### src/rtl/gray_to_bin_sync.sv
// rtl/gray_to_bin_sync.sv - synchronizes a Gray-coded bus and decodes it to binary with step/error reporting
//
// Ports:
//   CLK   : single clock, all flops rising-edge
//   RSTN  : asynchronous active-low reset
//   G     : Gray-coded bus, asynchronous to CLK
//   CLR   : synchronous clear of the sticky error flag
//   B     : registered binary value of the last accepted Gray sample
//   VALID : one-cycle pulse when B changes
//   DIR   : 1 = last legal step was +1, 0 = -1 (mod 2^W)
//   ERR   : one-cycle pulse when the accepted sample differed in 2+ bits
//   ERRS  : sticky error flag
module gray_to_bin_sync #(
    parameter int W           = 4,
    parameter int SYNC_STAGES = 2
) (
    input  logic         CLK,
    input  logic         RSTN,
    input  logic [W-1:0] G,
    input  logic         CLR,
    output logic [W-1:0] B,
    output logic         VALID,
    output logic         DIR,
    output logic         ERR,
    output logic         ERRS
);

    localparam int CW = $clog2(SYNC_STAGES + 1);
    localparam logic [W-1:0]  ONE        = W'(1);
    localparam logic [CW-1:0] PRIME_LAST = CW'(SYNC_STAGES);

    logic [W-1:0]  sync_q [SYNC_STAGES];
    logic [W-1:0]  s;
    logic [W-1:0]  bn;
    logic [W-1:0]  p_q;
    logic [W-1:0]  diff;
    logic          changed;
    logic          multi;
    logic [CW-1:0] prime_cnt;
    logic          primed;

    // Plain flop chain: no logic between stages so each stage can resolve metastability.
    always_ff @(posedge CLK or negedge RSTN) begin
        if (!RSTN) begin
            for (int i = 0; i < SYNC_STAGES; i++) begin
                sync_q[i] <= '0;
            end
        end else begin
            sync_q[0] <= G;
            for (int i = 1; i < SYNC_STAGES; i++) begin
                sync_q[i] <= sync_q[i-1];
            end
        end
    end

    assign s = sync_q[SYNC_STAGES-1];

    // Each binary bit is the XOR of all Gray bits at and above it.
    for (genvar gi = 0; gi < W; gi++) begin : g_decode
        assign bn[gi] = ^s[W-1:gi];
    end

    // Two or more differing bits: nonzero and not a power of two.
    assign diff    = s ^ p_q;
    assign changed = |diff;
    assign multi   = changed && (|(diff & (diff - ONE)));

    always_ff @(posedge CLK or negedge RSTN) begin
        if (!RSTN) begin
            p_q       <= '0;
            B         <= '0;
            VALID     <= 1'b0;
            DIR       <= 1'b0;
            ERR       <= 1'b0;
            ERRS      <= 1'b0;
            prime_cnt <= '0;
            primed    <= 1'b0;
        end else begin
            VALID <= 1'b0;
            ERR   <= 1'b0;
            if (!primed) begin
                // Wait for the synchronizer to fill, then load the first sample silently.
                if (prime_cnt != PRIME_LAST) begin
                    prime_cnt <= prime_cnt + 1'b1;
                end else begin
                    p_q    <= s;
                    B      <= bn;
                    primed <= 1'b1;
                end
                if (CLR) begin
                    ERRS <= 1'b0;
                end
            end else begin
                if (changed) begin
                    B     <= bn;
                    p_q   <= s;
                    VALID <= 1'b1;
                    if (multi) begin
                        // Resynchronise to the new value; direction is meaningless here.
                        ERR <= 1'b1;
                    end else begin
                        DIR <= (bn == (B + ONE));
                    end
                end
                // A fresh error wins over a simultaneous clear.
                if (changed && multi) begin
                    ERRS <= 1'b1;
                end else if (CLR) begin
                    ERRS <= 1'b0;
                end
            end
        end
    end

endmodule

### config.mk
export PLATFORM = sky130hd
export DESIGN_NAME = gray_to_bin_sync
export DESIGN_NICKNAME = d
export VERILOG_FILES = /design/src/rtl/gray_to_bin_sync.sv
export SDC_FILE = /design/constraint.sdc
export NUM_CORES = 1
export LEC_CHECK = 0
export BUFFER_PORTS_ARGS = -buffer_cell sky130_fd_sc_hd__buf_2
export CAP_MARGIN = 30
export CORE_MARGIN = 5
export CORE_UTILIZATION = 57
export DETAILED_ROUTE_END_ITERATION = 16
export PLACE_DENSITY = 0.79
export SYNTH_ARGS = -nofsm -noshare
export SYNTH_HDL_FRONTEND = slang
export SYNTH_SLANG_ARGS = --single-unit
### constraint.sdc
create_clock -name CLK -period 4.35 [get_ports CLK]
set_input_delay 1.305 -clock CLK [delete_from_list [all_inputs] [get_ports CLK]]
set_output_delay 1.305 -clock CLK [all_outputs]
set_load 0.02 [all_outputs]
Yosys cells after proc, flatten, opt, wreduce, memory -nomap -nowiden:

Cells that the tools add are included.

* $add $sub $neg: 3
* eq/ne operators: 4
* mux-type cells: 16
* bitwise logic cells: 4
* reduce and logical (&&, ||, !) cells: 10

Operators by type and width (count)
* $mux W4: 6
* $mux W1: 10
* $reduce_or A4 Y1: 2
* $ne A2 B2 Y1 const B: 3
* $add A4 B1 Y4 const B: 1
* $and A4 B4 Y4: 1
* $eq A4 B4 Y1: 1
* $reduce_and A2 Y1: 2
* $reduce_xor A4 Y1: 1
* $sub A4 B1 Y4 const B: 1
* $xor A4 B4 Y4: 1
* $reduce_and A3 Y1: 1
* $reduce_xor A3 Y1: 1
* $add A2 B1 Y2 const B: 1
* $logic_and A1 B1 Y1: 2
* $not A1 Y1: 2
* $reduce_xor A2 Y1: 1

* flip-flop bits (word level): 23
* input port bits: 7
* output and inout port bits: 8

Logic depth before layout (Yosys ltp):

* depth in word-level cells: 8
* gate-level depth with buffers: 7
* mapped depth without buffers: 7

Worst setup path after synthesis:

No wires, ideal clock.

* kind: register to output
* start point: reg B[3]
* end point: out B[3]
* arrival time: 0.553 ns
* required time: 3.045 ns
* setup slack: 2.492 ns
* cell stages (with the launch flop): 2
* buffers on the path: 1
* cells stage by stage: dfrtp_1 -> buf_4

RTL lines
* from (decl): line 21 `output logic [W-1:0] B,`
* from (signal assigned): line 87 `B <= bn;`
* from (signal assigned): line 95 `B <= bn;`

No word-level cell between the ends.

Final worst setup path:

* start point: reg B[0]
* end point: out B[0]

No word-level cell between the ends.

==> results.json <==
{
  "finalNonFillerCells": 105,
  "synthTopCellsByArea": "dfrtp_1, mux2_1, xor2_1, xnor2_1, ha_1",
  "critPathTopFamily": "flip-flops",
  "cts_hold_buf": 0,
  "port_buffers": 14,
  "pwr-share-clk_pct": 25.7,
  "start_util_pct": 61.9,
  "grt_busiest_layer": "met2",
  "grt_util_all_layers_pct": 12.4,
  "critPathSlowestCell": "dfrtp_1",
  "hold_viol": 0,
  "setup-tns-final_ns": 0,
  "grt_use_met3_pct": 3.49,
  "path_buf_inv": 1,
  "h-tree-depth": 1,
  "via_per_inst": 5.33,
  "grt_pass1_vias": 570,
  "switching_share_pct": 28.1,
  "avgSynthCellArea_um2": 13.1,
  "fillerInstances": 121,
  "dp_hpwl_um": 1070,
  "fin_util_pct": 69.3,
  "fp.dieH_um": 50.9,
  "ir_drop_uv": 247,
  "gp_congestion": 0.807,
  "rsz0062_at_grt": "false",
  "crit_chain": "buf_2",
  "routed_wl_um": 1360,
  "max_slew_margin_pct": 66.1,
  "gr-usage-met1_pct": 14.9,
  "post_cts_buffers": 0,
  "power_density_mw_per_mm2": 401,
  "synth.distinct_cells": 27,
  "antenna_found_initial": 0,
  "worstSetupPathDepth": 1,
  "crit_path_start_kind": "register",
  "drcViolationCount": 0,
  "crit_required_ns": 3.04,
  "clock_latency_ns": 0.30,
  "grt_max_degree": 23,
  "synth_common_cells": "dfrtp_1, mux2_1, xor2_1, xnor2_1, nand2_1",
  "cellLeakagePower_uw": 0.000491,
  "maxCapViolations": 0,
  "syn-cell-area_um2": 955,
  "endpoint_kind": "output pin",
  "yosysSeqAreaShare_pct": 57.7,
  "die_w_um": 50.9,
  "reg2reg_slack_ns": 2.46,
  "power.switching_uw": 120,
  "place_inst": 101,
  "synthCells": 73,
  "grt-ovfl-total": 0,
  "holdPathStages": 0,
  "comb_power_share_pct": 19.8,
  "num_vias": 560,
  "synth_largest_area_cell": "dfrtp_1",
  "pin_count": 15,
  "use_met2_pct": 20.0,
  "synth_nets": 82,
  "period_minus_slack_ns": 2.24,
  "clockRootBuffer": "clkbuf_4",
  "cp_slowest_stage_delay_ns": 0.44,
  "cts_tree": "yes",
  "drive_gt1_share_pct": 25.8,
  "synth_ff_type": "dfrtp_1",
  "multi_input_area_um2": 377,
  "synth_edf_count": 0,
  "area_growth_syn_to_layout_pct": 11.9,
  "synth.most_common_cell": "dfrtp_1",
  "worstPathMaxFanout": 5,
  "slew_violations": 0,
  "wl_per_cell_um": 13.0,
  "cts_resized": 0,
  "p_int_uw": 308,
  "clock_path_buffers": 2,
  "ant_nets": 0,
  "clkSlewWorstSetupHoldPaths_ns": 0.12,
  "cts_buffers": 3,
  "ys_warn_count": 0,
  "worstSetupPathType": "reg -> out",
  "synth_top_area_share_pct": 57.7,
  "setup_viol": 0,
  "ff_latch_area_um2": 551,
  "r2r_cells": 4,
  "pwr-share-seq_pct": 54.5,
  "period_share_pct": 51.5,
  "fin_skew_ns": 0.00204,
  "design.core.area_mm2": 0.00154,
  "nNetsFinal": 99,
  "tightest_slew_ns": 0.507,
  "synthArstFlopShare_pct": 100,
  "synth_seq_cells": 22,
  "diodes": 0,
  "timing.fmax_ghz": 0.446,
  "grt_pass1_wl_um": 2420,
  "drtPass1Iterations": 4,
  "status": "finished clean",
  "hold_class": "reg -> reg",
  "drt-initial-drc-count": 5,
  "clock-sinks": 22,
  "std_cell_rows": 14,
  "arrival_ns": 0.94,
  "die-area_mm2": 0.00259
}
final cells by class:
class / instances / share of cell area (%)
clock buffer: 4 / 3.40
inverter: 4 / 1.41
multi-input combinational: 45 / 35.2
sequential: 22 / 51.5
tap: 16 / 1.87
timing repair buffer: 14 / 6.56
sequential cells by signal, summed over array words and instances, names as in the netlist:
name / count
B: 4
ERRS: 1
sync_q: 4
p_q: 3
primed: 1
VALID: 1
ERR: 1
prime_cnt: 2
DIR: 1
s: 4
cells by family after synthesis:
group / after synthesis / synth area share [%]
and+or+nand+nor: 13 / 6.81
adders and majority gates: 2 / 2.62
AOI/OAI and AO/OA: 10 / 8.26
DFF: 22 / 57.7
muxes: 7 / 8.26
buffers and inverters: 6 / 2.88
xor gates and xnor gates: 13 / 13.5
power groups by stage:
stage / registers [µW] / logic [µW] / clock network [µW]
finish: 233 / 84.8 / 110
CTS: 234 / 86.5 / 113
global route: 236 / 93.8 / 126
floorplan: 248 / 49.1 / 0
global placement: 237 / 84.4 / 0
detailed placement: 238 / 86.4 / 0
path summary, 6_finish.rpt:
kind	startpoint	to
max in group asynchronous	RSTN	sync_q[5]
worst min-delay path	sync_q[5]	s[1]
worst max-delay path	B[0]	B[0]
worst min register to register	sync_q[5]	s[1]
min in group asynchronous	RSTN	B[2]
worst max register to register	s[1]	B[1]
through the flow:
step | setup slack, ns | power, µW | hold WS (ns) | instance area [µm²]
floorplan | 2.49 | 297 | 0.331 | 955
global placement | 2.46 | 321 | 0.331 | 1030
detailed placement | 2.44 | 324 | 0.340 | 1030
CTS | 2.09 | 433 | 0.368 | 1070
global route | 2.05 | 456 | 0.386 | 1070
finish | 2.11 | 428 | 0.364 | 1070
layout by cell type, fill, tap and decap left out:
cell	count
nor3_1	1
or3b_1	1
o21a_1	1
o41ai_2	1
nand3_1	2
or3_1	1
clkbuf_8	1
xor2_2	1
a21oi_1	1
a21o_1	1
xnor2_2	1
clkbuf_4	3
a22oi_1	1
nand2_1	4
nand2b_1	2
dfrtp_1	22
nor2_1	2
o221a_2	1
o21ai_1	2
ha_1	2
mux2_1	7
inv_2	1
inv_1	3
xnor2_1	5
xor2_1	6
o31a_1	1
o21ai_0	1
buf_2	14
routing by layer:
layer,vias to the layer above,wire (µm)
met2,13,677
met3,4,82
met1,266,580
met5,-,0
met4,0,23
li1,277,-
(Power assumes the default switching activity.)
